===== src/rtl/mgr_pkg.sv =====
// rtl/mgr_pkg.sv - Shared press codes, display digit codes, write-op encodings and menu states.
package mgr_pkg;

   localparam logic [2:0] P_NXT = 3'b000, P_RLS = 3'b001, P_CON = 3'b010;
   localparam logic [2:0] P_DEL = 3'b011, P_RIS = 3'b100, P_NONE = 3'b111;

   localparam logic [4:0] D_0 = 5'd0, D_1 = 5'd1, D_2 = 5'd2, D_3 = 5'd3, D_4 = 5'd4;
   localparam logic [4:0] D_5 = 5'd5, D_6 = 5'd6, D_7 = 5'd7, D_8 = 5'd8, D_9 = 5'd9;
   localparam logic [4:0] L_A = 5'd10, L_B = 5'd11, L_C = 5'd12, L_D = 5'd13, L_E = 5'd14;
   localparam logic [4:0] L_F = 5'd15, L_H = 5'd16, L_I = 5'd17, L_J = 5'd18, L_L = 5'd19;
   localparam logic [4:0] L_N = 5'd20, L_O = 5'd21, L_P = 5'd22, L_R = 5'd23, L_S = 5'd24;
   localparam logic [4:0] L_T = 5'd25, L_U = 5'd26, L_V = 5'd27, L_Y = 5'd28;
   localparam logic [4:0] D_DASH = 5'd29, L_G = 5'd30, D_BLANK = 5'd31;

   localparam logic [1:0] WR_OP_NONE = 2'b00, WR_OP_REV = 2'b01, WR_OP_SET = 2'b11;

   typedef enum logic [2:0] {
      S_MENU, S_SEL_SET, S_SET_OFF, S_SEL_REV, S_WAIT, S_DONE, S_ERR
   } state_e;

endpackage


===== src/rtl/manager_vip_cfg_if.sv =====
// rtl/manager_vip_cfg_if.sv - VIP RAM write/readback port between the submenu and the RAM.
interface manager_vip_cfg_if #(
   parameter int OFF_W = 5
) ();
   logic             wr_req;
   logic [1:0]       wr_op;
   logic [OFF_W-1:0] wr_off;
   logic             wr_ack;
   logic [OFF_W-1:0] cur_off_i;

   modport master (output wr_req, wr_op, wr_off, input wr_ack, cur_off_i);
   modport slave  (input wr_req, wr_op, wr_off, output wr_ack, cur_off_i);
endinterface


===== src/rtl/mgr_cyc_timer.sv =====
// rtl/mgr_cyc_timer.sv - Down-counter loaded with CYC-1; expired while the count sits at zero.
module mgr_cyc_timer #(
   parameter int CYC = 10
) (
   input  logic clk,
   input  logic rst_n,
   input  logic clr,
   input  logic load,
   input  logic dec,
   output logic expired
);
   localparam int W = (CYC > 1) ? $clog2(CYC) : 1;
   localparam logic [W-1:0] LOAD_VAL = W'(CYC - 1);

   logic [W-1:0] cnt_q, cnt_d;

   always_comb begin
      cnt_d = cnt_q;
      if (clr)                        cnt_d = '0;
      else if (load)                  cnt_d = LOAD_VAL;
      else if (dec && cnt_q != '0)    cnt_d = cnt_q - 1'b1;
   end

   always_ff @(posedge clk or negedge rst_n) begin
      if (!rst_n) cnt_q <= '0;
      else        cnt_q <= cnt_d;
   end

   assign expired = (cnt_q == '0);
endmodule


===== src/rtl/manager_vip_cfg.sv =====
// rtl/manager_vip_cfg.sv - VIP tier manager submenu with RAM write handshake.
// MGR_VIP_TIMEOUT_EN adds an ack timeout that lands in the ERR screen.
module manager_vip_cfg
   import mgr_pkg::*;
#(
   parameter int SW_W     = 8,
   parameter int OFF_W    = 5,
   parameter int N_LVL    = 9,
   parameter int DONE_CYC = 50_000_000,
   parameter int TMO_CYC  = 1_000_000
) (
   input  logic              clk,
   input  logic              rst_n,
   input  logic              en,
   input  logic [2:0]        press,
   input  logic [SW_W-1:0]   switch,
   manager_vip_cfg_if.master ram,
   output logic              rls_req,
   output logic [29:0]       show,
   output logic [7:0]        led
);
   localparam logic [SW_W-1:0] N_LVL_SW = SW_W'(N_LVL);

   if (N_LVL >= 2**OFF_W || N_LVL > 99 || DONE_CYC < 1 || TMO_CYC < 1) begin : g_cfg_check
      $error("manager_vip_cfg: illegal parameter set");
   end

   state_e           state_q, state_d;
   logic [1:0]       wr_op_q, wr_op_d;
   logic [OFF_W-1:0] wr_off_q, wr_off_d;
   logic             rls_req_q, rls_req_d;
   logic             act_q, act_d;
   logic             done_exp, err_bit;
   logic             sw_legal;

   assign sw_legal = (switch != '0) && (switch <= N_LVL_SW);

`ifdef MGR_VIP_TIMEOUT_EN
   logic err_q, err_d, tmo_exp;

   mgr_cyc_timer #(.CYC(TMO_CYC)) u_tmo_tmr (
      .clk(clk), .rst_n(rst_n), .clr(!en),
      .load(state_d == S_WAIT && state_q != S_WAIT),
      .dec(state_q == S_WAIT), .expired(tmo_exp)
   );

   always_ff @(posedge clk or negedge rst_n) begin
      if (!rst_n) err_q <= 1'b0;
      else        err_q <= err_d;
   end
   assign err_bit = err_q;
`else
   assign err_bit = 1'b0;
`endif

   mgr_cyc_timer #(.CYC(DONE_CYC)) u_done_tmr (
      .clk(clk), .rst_n(rst_n), .clr(!en),
      .load(state_d == S_DONE && state_q != S_DONE),
      .dec(state_q == S_DONE), .expired(done_exp)
   );

   always_comb begin
      state_d   = state_q;
      wr_op_d   = wr_op_q;
      wr_off_d  = wr_off_q;
      rls_req_d = 1'b0;
      act_d     = 1'b1;
`ifdef MGR_VIP_TIMEOUT_EN
      err_d     = err_q;
`endif
      if (!en) begin
         state_d  = S_MENU;
         wr_op_d  = WR_OP_NONE;
         wr_off_d = '0;
         act_d    = 1'b0;
`ifdef MGR_VIP_TIMEOUT_EN
         err_d    = 1'b0;
`endif
      end else begin
         case (state_q)
            S_MENU: begin
               if (press == P_CON && switch == SW_W'(1))      state_d = S_SEL_SET;
               else if (press == P_CON && switch == SW_W'(2)) state_d = S_SEL_REV;
               else if (press == P_RLS)                       rls_req_d = 1'b1;
            end
            S_SEL_SET: begin
               if (press == P_CON)                         state_d = S_SET_OFF;
               else if (press == P_RLS || press == P_RIS)  state_d = S_MENU;
            end
            S_SET_OFF: begin
               if (press == P_CON && sw_legal) begin
                  wr_off_d = switch[OFF_W-1:0];
                  wr_op_d  = WR_OP_SET;
                  state_d  = S_WAIT;
               end else if (press == P_RLS) state_d = S_SEL_SET;
               else if (press == P_RIS)     state_d = S_MENU;
            end
            S_SEL_REV: begin
               if (press == P_CON) begin
                  wr_off_d = '0;
                  wr_op_d  = WR_OP_REV;
                  state_d  = S_WAIT;
               end else if (press == P_RLS || press == P_RIS) state_d = S_MENU;
            end
            S_WAIT: begin
               if (ram.wr_ack) state_d = S_DONE;
`ifdef MGR_VIP_TIMEOUT_EN
               else if (tmo_exp) begin
                  state_d = S_ERR;
                  err_d   = 1'b1;
               end
`endif
            end
            S_DONE: begin
               if (press == P_CON || done_exp) state_d = S_MENU;
            end
`ifdef MGR_VIP_TIMEOUT_EN
            S_ERR: begin
               if (press == P_CON || press == P_RLS) begin
                  state_d = S_MENU;
                  err_d   = 1'b0;
               end
            end
`endif
            default: state_d = S_MENU;
         endcase
      end
   end

   always_ff @(posedge clk or negedge rst_n) begin
      if (!rst_n) begin
         state_q   <= S_MENU;
         wr_op_q   <= WR_OP_NONE;
         wr_off_q  <= '0;
         rls_req_q <= 1'b0;
         act_q     <= 1'b0;
      end else begin
         state_q   <= state_d;
         wr_op_q   <= wr_op_d;
         wr_off_q  <= wr_off_d;
         rls_req_q <= rls_req_d;
         act_q     <= act_d;
      end
   end

   assign ram.wr_req = (state_q == S_WAIT);
   assign ram.wr_op  = wr_op_q;
   assign ram.wr_off = wr_off_q;
   assign rls_req    = rls_req_q;
   assign led        = {err_bit, state_q == S_DONE, state_q == S_WAIT, 5'(wr_off_q)};

   // Screen stays blank until the first enabled edge after reset or re-enable.
   logic [3:0]  tens, ones;
   logic [4:0]  tens_code;
   logic [29:0] disp;

   assign ones      = 4'(ram.cur_off_i % 10);
   assign tens      = 4'((ram.cur_off_i / 10) % 10);
   assign tens_code = (tens == 4'd0) ? D_BLANK : {1'b0, tens};

   always_comb begin
      disp = {6{D_BLANK}};
      case (state_q)
         S_MENU:    disp = {D_BLANK, D_BLANK, D_BLANK, L_V, L_I, L_P};
         S_SEL_SET: disp = {D_BLANK, L_O, L_F, L_F, tens_code, {1'b0, ones}};
         S_SET_OFF: disp = {L_O, L_F, L_F, D_BLANK, L_I, L_N};
         S_SEL_REV: disp = {L_R, L_E, L_V, L_I, L_P, D_DASH};
         S_WAIT:    disp = {6{D_DASH}};
         S_DONE:    disp = {D_BLANK, D_BLANK, L_D, L_O, L_N, L_E};
         S_ERR:     disp = {D_BLANK, D_BLANK, D_BLANK, L_E, L_R, L_R};
         default:   disp = {6{D_BLANK}};
      endcase
   end

   assign show = act_q ? disp : {6{D_BLANK}};
endmodule


===== src/flat_wrapper.sv =====
// flat-port wrapper written by rule: the top's interface ports become plain ports
module manager_vip_cfg_flat import mgr_pkg::*;
#(
   parameter int SW_W     = 8,
   parameter int OFF_W    = 5,
   parameter int N_LVL    = 9,
   parameter int DONE_CYC = 50_000_000,
   parameter int TMO_CYC  = 1_000_000
)
  (clk, rst_n, en, press, switch, rls_req, show, led, ram_wr_req, ram_wr_op, ram_wr_off, ram_wr_ack, ram_cur_off_i);
  manager_vip_cfg_if #(.OFF_W(OFF_W)) ram_i ();
  input  logic clk;
  input  logic rst_n;
  input  logic en;
  input  logic [2:0] press;
  input  logic [SW_W-1:0] switch;
  output logic rls_req;
  output logic [29:0] show;
  output logic [7:0] led;
  output wire logic [$bits(ram_i.wr_req)-1:0] ram_wr_req;
  output wire logic [$bits(ram_i.wr_op)-1:0] ram_wr_op;
  output wire logic [$bits(ram_i.wr_off)-1:0] ram_wr_off;
  input wire logic [$bits(ram_i.wr_ack)-1:0] ram_wr_ack;
  input wire logic [$bits(ram_i.cur_off_i)-1:0] ram_cur_off_i;
  assign ram_wr_req = ram_i.wr_req;
  assign ram_wr_op = ram_i.wr_op;
  assign ram_wr_off = ram_i.wr_off;
  assign ram_i.wr_ack = ram_wr_ack;
  assign ram_i.cur_off_i = ram_cur_off_i;
  manager_vip_cfg #(.SW_W(SW_W), .OFF_W(OFF_W), .N_LVL(N_LVL), .DONE_CYC(DONE_CYC), .TMO_CYC(TMO_CYC)) u_core (.clk(clk), .rst_n(rst_n), .en(en), .press(press), .switch(switch), .ram(ram_i), .rls_req(rls_req), .show(show), .led(led));
endmodule

===== config.mk =====
export PLATFORM = sky130hd
export DESIGN_NAME = manager_vip_cfg_flat
export DESIGN_NICKNAME = d
export VERILOG_FILES = /design/src/rtl/mgr_pkg.sv /design/src/rtl/manager_vip_cfg_if.sv /design/src/rtl/mgr_cyc_timer.sv /design/src/rtl/manager_vip_cfg.sv /design/src/flat_wrapper.sv
export SDC_FILE = /design/constraint.sdc
export NUM_CORES = 1
export LEC_CHECK = 0
export ABC_AREA = 0
export CORE_UTILIZATION = 45
export CTS_BUF_LIST = sky130_fd_sc_hd__clkbuf_4 sky130_fd_sc_hd__clkbuf_8 sky130_fd_sc_hd__clkbuf_16
export DETAILED_ROUTE_END_ITERATION = 12
export GPL_TIMING_DRIVEN = 1
export PLACE_DENSITY = 0.82
export RECOVER_POWER = 100
export SYNTH_ARGS = -nofsm -noshare
export SYNTH_HDL_FRONTEND = slang
export SYNTH_SLANG_ARGS = --single-unit

===== constraint.sdc =====
create_clock -name clk -period 9.1 [get_ports clk]
set_input_delay 2.73 -clock clk [delete_from_list [all_inputs] [get_ports clk]]
set_output_delay 2.73 -clock clk [all_outputs]
set_load 0.1 [all_outputs]

Word-level counts from Yosys, hierarchy flattened
Index checks and enable logic that the tools add are counted.
- input bits: 20
- output and inout bits: 47
- word-level logic and storage cells: 74
- register bits: 38
- reductions and logical operators: 14
- equality and inequality tests: 17
- add/subtract/negate cells: 1
- $lt $le $gt $ge: 1
- muxes and demuxes: 32
- div/mod/pow operators: 3
- operators with widths (kind ; count):
    case mux 29 bit (7 select lines) ; 1
    2-to-1 mux 26 bit ; 3
    2-to-1 mux 3 bit ; 11
    divider 5 x 4 -> 32 bit (second input constant) ; 1
    remainder unit 32 x 4 -> 32 bit (second input constant) ; 1
    remainder unit 5 x 4 -> 32 bit (second input constant) ; 1
    2-to-1 mux 29 bit ; 1
    zero test 26 bit ; 1
    nonzero test 26 bit ; 1
    subtractor 26 x 1 -> 26 bit (second input constant) ; 1
    2-to-1 mux 5 bit ; 4
    case mux 3 bit (6 select lines) ; 1
    == test 3 bit (second input constant) ; 5
    case mux 5 bit (2 select lines) ; 1
    == test 3 x 2 -> 1 bit (second input constant) ; 3
    == test 8 x 1 -> 1 bit (second input constant) ; 1
    == test 8 x 2 -> 1 bit (second input constant) ; 1
    less-or-equal comparator 8 x 4 -> 1 bit (second input constant) ; 1
    nonzero test 8 bit ; 1
    == test 3 x 1 -> 1 bit (second input constant) ; 2
    logical AND 1 bit ; 6
    2-to-1 mux 1 bit ; 6
    2-to-1 mux 2 bit ; 3
    != test 3 x 1 -> 1 bit (second input constant) ; 2
    7 further kinds ; 9

Depth between registers and ports, before layout
- depth after elaboration: 10
- mapped depth: 10
- gate-level depth less buffers: 8

Modules after synthesis
Synthesis repeated with hierarchy kept, for this count alone.
- cell total of the unflattened synthesis: 325
- area, all modules: 2801.4 um^2
- modules (own cells, without submodules) (module ; cells an instance ; sequential area each (um^2) ; area an instance (um^2) ; times used):
    mgr_cyc_timer ; 155 ; 650.6 ; 1520.2 ; 1
    manager_vip_cfg ; 170 ; 300.3 ; 1281.2 ; 1

Least setup slack after synthesis
No wires, ideal clock.
- path kind: in2out
- from: input port ram_cur_off_i[3]
- to: output port show[1]
- stages on the path: 8
- path buffers: 0
- required time: 6.370 ns
- path slack: 1.597 ns
- data arrival time: 4.773 ns
- path through: or2_2 -> ha_1 -> inv_1 -> a31o_2 -> nand2_1 -> xnor2_1 -> a211o_1 -> nand3_1
- cells in the longest elaborated chain, start to end: 3
- ends and longest elaborated chain (item ; line ; text):
    start, declared ; flat_wrapper.sv:24 ; input wire logic [$bits(ram_i.cur_off_i)-1:0] ram_cur_off_i;
    remainder unit 5 x 4 -> 32 bit ; manager_vip_cfg.sv:157 ; assign ones = 4'(ram.cur_off_i % 10);
    case mux 29 bit (7 select lines) ; manager_vip_cfg.sv:163 ; case (state_q)
    2-to-1 mux 29 bit ; manager_vip_cfg.sv:175 ; assign show = act_q ? disp : {6{D_BLANK}};
    end, declared ; flat_wrapper.sv:18 ; output logic [29:0] show;
Every way passes these cells.

Worst setup path in the final report
- from: input port ram_cur_off_i[2]
- to: output port show[1]
Same word-level chain as after synthesis.

==> qor.csv <==
stage,metric,value,unit
setup_path,worst-path-max-fanout,6,
clock_network,cts_resized,0,
layout,area_delta_synth_final,19.93,%
clock_network,numClockSinks,38,
power_and_ir_drop,ir_drop,0.07092,mV
routing,vias,2352,
clock_network,root_buffer,clkbuf_8,
die,io_pins,67,
layout,n_fill_cell,502,
timing,tightestPinTransition,1.997,ns
timing,rsz0062_at_grt,false,
timing,finalSetupViolCount,0,
timing,slew_headroom,-33.15,%
synthesis,synth_seq_cells,38,
die,dieArea,6314,µm²
setup_path,crit_arrival,5.56,ns
timing,fin_setup_tns,0,ns
worst_hold_path,holdCritPathClass,reg2reg,
worst_hold_path,hold_depth,2,
clock_network,post_cts_buffers,0,
power_and_ir_drop,power_density,113.3,nW/µm²
grt,grt_use_met2,34.36,%
synthesis,async_flop_share,100.0,%
grt,grt-busiest-layer,met2,
status,status,"finished, violations left",
worst_hold_path,holdPathEnd,u_core.ram.wr_op[0],
routing,detail_route.iter0.violations,95,
timing,max_freq,120.6,MHz
synthesis,synth_edf_count,0,
die,die_h,79.46,µm
routing,avgRoutedWirePerCell,14.29,µm
die,fp.coreArea,5642,µm²
placed_design,dp_hpwl,4346,µm
timing,period_share,91.09,%
setup_path,cp-end-kind,output port,
clock_network,cts_tree,yes,
clock_network,h-tree-depth,2,
timing,final_max_slew_viol_count,39,
grt,grt_max_degree,39,
status,violations,"capacitance limit, slew limit",
die,die_w,79.46,µm
placed_design,gp_congestion,0.7987,
synthesis,yosysWarnings,0,
synthesis,avgSynthCellArea,8.599,µm²
timing,whs,0.5008,ns
synthesis,synth-seq-area-share,35.22,%
routing,drt-vias-per-instance,5.508,
layout,layout-drive-gt1-share,7.042,%
layout,layout.nets,378,
routing,firstDrtPassIters,4,
setup_path,r2r-end,u_core.u_done_tmr.cnt_q[7],
grt,grtUsageMet1,25.48,%
setup_path,timing.rr.start,u_core.state_q[0],
placed_design,io_buffers,59,
layout,final_util,57.40,%
synthesis,synth_cells,314,
timing,fin_skew,0.01076,ns
synthesis,synthDistinctLibCells,57,
die,num_rows,27,
synthesis,syn_area,2700,µm²
timing,timing.final.crit_period,8.289,ns
setup_path,cpMaxStageDelayCell,clkbuf_1,
power_and_ir_drop,cellLeakagePower,0.001323,µW
grt,gr-total-overflow,0,
setup_path,reg2reg_depth,5,
die,initial_utilization,47.86,%
setup_path,crit_path_start_kind,primary input,
setup_path,path_buf_inv,3,
synthesis,synth_top_flop_cell,dfrtp_1,
timing,hold_viol,0,
job,cap_viol_max_count,1,
clock_network,path_clk_slew,0.07,ns
routing,drc,0,
layout,antenna_cells,0,
setup_path,r2r_slack,5.53,ns
clock_network,clk_latency,0.30,ns
setup_path,critical-path-top-delay-family,buffers and inverters,
setup_path,crit_chain,"clkdlybuf4s50_1, or2_2, ha_1, inv_1, a31o_2, nand2_1, xnor2_1, a211o_1, nand3_1, clkbuf_1",
worst_hold_path,min_from,u_core.ram.wr_op[0],
routing,antenna_left,0,
setup_path,required,6.37,ns
clock_network,postCtsHoldBufs,0,
grt,global_route.usage.met3,5.029,%
setup_path,cp_slowest_stage_delay,0.86,ns
power_and_ir_drop,p_total,366.8,µW
grt,antenna_found_initial,0,
clock_network,cts_buffers,5,
clock_network,cts.path.max_buffers,2,
setup_path,path_class,in2out,
grt,grt_pass1_vias,2172,
routing,routed_wl,6100,µm
grt,grt_usage,20.42,%
grt,grt_pass1_wl,10040,µm
## synthesized netlist by cell type, types with 3 or more instances
| cell type | number | area (µm²) |
|---|---|---|
| dfrtp_1 | 38 | 950.9 |
| nand2_1 | 27 | 101.4 |
| xnor2_1 | 23 | 201.4 |
| nor2_1 | 22 | 82.58 |
| nor3_1 | 19 | 95.09 |
| buf_4 | 17 | 127.6 |
| o22ai_1 | 17 | 106.4 |
| o21ai_0 | 15 | 75.07 |
| clkbuf_1 | 13 | 48.80 |
| a21oi_1 | 10 | 50.05 |
| inv_1 | 9 | 33.78 |
| nor4_1 | 9 | 56.30 |
| nand3_1 | 8 | 40.04 |
| nor2b_1 | 8 | 50.05 |
| and2_1 | 5 | 31.28 |
| nand2b_1 | 5 | 31.28 |
| xor2_1 | 5 | 43.79 |
| a21o_1 | 4 | 30.03 |
| ha_1 | 4 | 50.05 |
| nand3b_1 | 4 | 30.03 |
| or3_1 | 4 | 25.02 |
| nand4_1 | 3 | 18.77 |
| nor3b_1 | 3 | 22.52 |
| or4_1 | 3 | 22.52 |
## how the worst max path moves through the flow
| stage | startpoint | end | depth (start not counted) |
|---|---|---|---|
| after CTS | ram_cur_off_i[4] | show[9] | 6 |
| after floorplan | ram_cur_off_i[3] | show[1] | 8 |
| after global placement | ram_cur_off_i[4] | show[9] | 6 |
| after global routing | ram_cur_off_i[2] | show[1] | 10 |
| final | ram_cur_off_i[2] | show[1] | 10 |
| after detailed placement | ram_cur_off_i[4] | show[9] | 6 |
## power breakdown
group	total, µW	internal [µW]	switching, µW
combinational	71.5	17.5	54.0
clock	124	64.1	59.5
sequential	172	169	2.35
total	367	251	116
## sequential cells by signal (all words and copies together) (netlist names)
name / flops
u_core.u_done_tmr.cnt_q: 26
u_core.ram.wr_off: 5
u_core.state_q: 3
u_core.ram.wr_op: 2
u_core.act_q: 1
u_core.rls_req: 1
## placed cells by master (no fill, tap or decap), types with 5 or more instances in the layout
| cell type | instances |
|---|---|
| dfrtp_1 | 38 |
| dlygate4sd3_1 | 36 |
| nand2_1 | 27 |
| xnor2_1 | 23 |
| nor2_1 | 22 |
| nor3_1 | 20 |
| o22ai_1 | 17 |
| o21ai_0 | 15 |
| clkdlybuf4s50_1 | 15 |
| a21oi_1 | 11 |
| nor4_1 | 9 |
| inv_1 | 9 |
| nor2b_1 | 8 |
| nand3_1 | 8 |
| clkbuf_1 | 8 |
| conb_1 | 7 |
| clkbuf_8 | 6 |
| nand2b_1 | 5 |
| xor2_1 | 5 |
## cell families after synthesis
group	Yosys count	share of synthesized area (%)
AOI/OAI and AO/OA	61	14.88
xor gates and xnor gates	28	9.082
adders and majority gates	4	1.854
buffers and inverters	40	8.202
DFF	38	35.22
muxes	2	0.7878
other	2	0.2781
and+or+nand+nor	139	29.70
## tightest hold or removal path: stages, from the launching register on
cell and delay (ns):
dfrtp_1 0.35, nor2_1 0.05, nor2_1 0.07
## per-layer routing
| layer | share of wire [%] | up-vias |
|---|---|---|
| li1 | - | 1179 |
| met1 | 43 | 1098 |
| met2 | 51 | 68 |
| met3 | 4.7 | 7 |
| met4 | 1.1 | 0 |
| met5 | 0 | - |
## per-stage QoR
| step | instance area [µm²] | setup slack (ns) | std cells |
|---|---|---|---|
| floorplan | 2719 | 1.597 | 319 |
| global placement | 3189 | 1.276 | 419 |
| detailed placement | 3189 | 1.231 | 419 |
| CTS | 3284 | 1.222 | 427 |
| global route | 3238 | 0.7168 | 427 |
| finish | 3238 | 0.8112 | 427 |
## area by class of cell
class / instances / area [µm²] / share of cell area (%)
tap: 72 / 90.09 / 2.782
timing repair buffer: 59 / 540.5 / 16.69
clock inverter: 1 / 5.005 / 0.1546
sequential: 38 / 950.9 / 29.37
clock buffer: 7 / 90.09 / 2.782
multi-input combinational: 241 / 1528 / 47.18
inverter: 9 / 33.78 / 1.043
Note: power is estimated with default switching activity, not from simulation.
==> RTL edit: new RTL, same flow settings <==
The option `MGR_VIP_TIMEOUT_EN` is turned on by a define.
--- a/src/rtl/manager_vip_cfg.sv
+++ b/src/rtl/manager_vip_cfg.sv
@@ -1,5 +1,7 @@
 // rtl/manager_vip_cfg.sv - VIP tier manager submenu with RAM write handshake.
 // MGR_VIP_TIMEOUT_EN adds an ack timeout that lands in the ERR screen.
+`define MGR_VIP_TIMEOUT_EN
+
 module manager_vip_cfg
    import mgr_pkg::*;
 #(
Function: same outputs for any inputs over 10 cycles, from zero or initial values and one cycle with rst_n low; that may be too few to reach the edited logic, so the function may still have changed.
==> RTL edit against the original RTL <==
Fmax up 0.49%. Largest power group unchanged. Clock skew is 3.5 ps lower. Via count up 55%. Largest cell class unchanged. Sequential cell count is 21 higher. Total power grew 41%. Worst setup slack better by 41 ps. Synthesized area grew 47%. Sequential power increased by 53%. Routed wire length is 60% higher. Global-route usage grew 1.7 points. Cell area rose by 42%. Die area increased by 46%. The flow still finishes with violations (capacitance limit, slew limit).
==> RTL edit: results (changes against the original RTL) <==
| Metric | Value |
|---|---|
| Final net count | 520 (was 378) |
| Met1 usage | 0.2836 (was 0.2548) |
| H-Tree Depth | 3 (was 2) |
| Final slew viol count | 60 (was 39) |
| Post-synth top cells | dfrtp_1, nand2_1, a21oi_1 (was dfrtp_1, nand2_1, xnor2_1) |
| Gpl congestion | 0.9075 (was 0.7987) |
| Routed met2 length | 4.843 mm (was 3.087 mm) |
| Met3 usage | 0.05608 (was 0.05029) |
| Hold_ws | 513.7 ps (was 500.8 ps) |
| Final Non-Filler Cells | 601 (was 427) |
| Compound-Gate Fraction of Synth Area | 0.1636 (was 0.1487) |
| Post-DP Area | 4483 um2 (was 3189 um2) |
| Place WS | 1430 ps (was 1231 ps) |
| P_seq | 0.264 mW (was 0.172 mW) |
| Failing checks | capacitance limit, slew limit (unchanged) |
| Met2 Resource Use GR | 0.3729 (was 0.3436) |
| Detail Route met3 WL | 528 um (was 287 um) |
| Avg Synthesized Cell Area | 8.663 um2 (was 8.599 um2) |
| Peak supply drop | 0.07376 mV (was 0.07092 mV) |
| DRT met1 WL | 4.238 mm (was 2.653 mm) |
| Clk pwr share | 0.369 (was 0.337) |
| Placed Instances | 589 (was 419) |
| Max-cap violations | 1 (unchanged) |
| First-pass GRT wire length | 16.01 mm (was 10.04 mm) |
| Status | finished with violations (unchanged) |
==> RTL edit: cell types whose count changed in the layout (fill, tap and decap cells not counted), sizes merged, moves of 14 or more <==
cell / change
a21oi: +22
dfrtp: +21
o22ai: -18
nand4: +14
xor2: +14
==> RTL edit: worst max-delay path by stage <==
stage / from / endpoint / slack (ps) / depth (start not counted)
floorplan: ram_cur_off_i[3] / show[3] / 300 / 6
global route: ram_cur_off_i[3] / show[3] / 740 / 8
CTS: ram_cur_off_i[3] / show[3] / 1430 / 8
finish: ram_cur_off_i[3] / show[3] / 850 / 8
global placement: ram_cur_off_i[3] / show[3] / 1500 / 8
detailed placement: ram_cur_off_i[3] / show[3] / 1430 / 8
==> RTL edit: area by class of cell <==
type / instances / share of cell area
sequential: 59 / 0.3217
timing repair buffer: 62 / 0.1205
tap: 105 / 0.02863
clock inverter: 1 / 0.001091
clock buffer: 11 / 0.03026
multi-input combinational: 348 / 0.4856
inverter: 15 / 0.01227
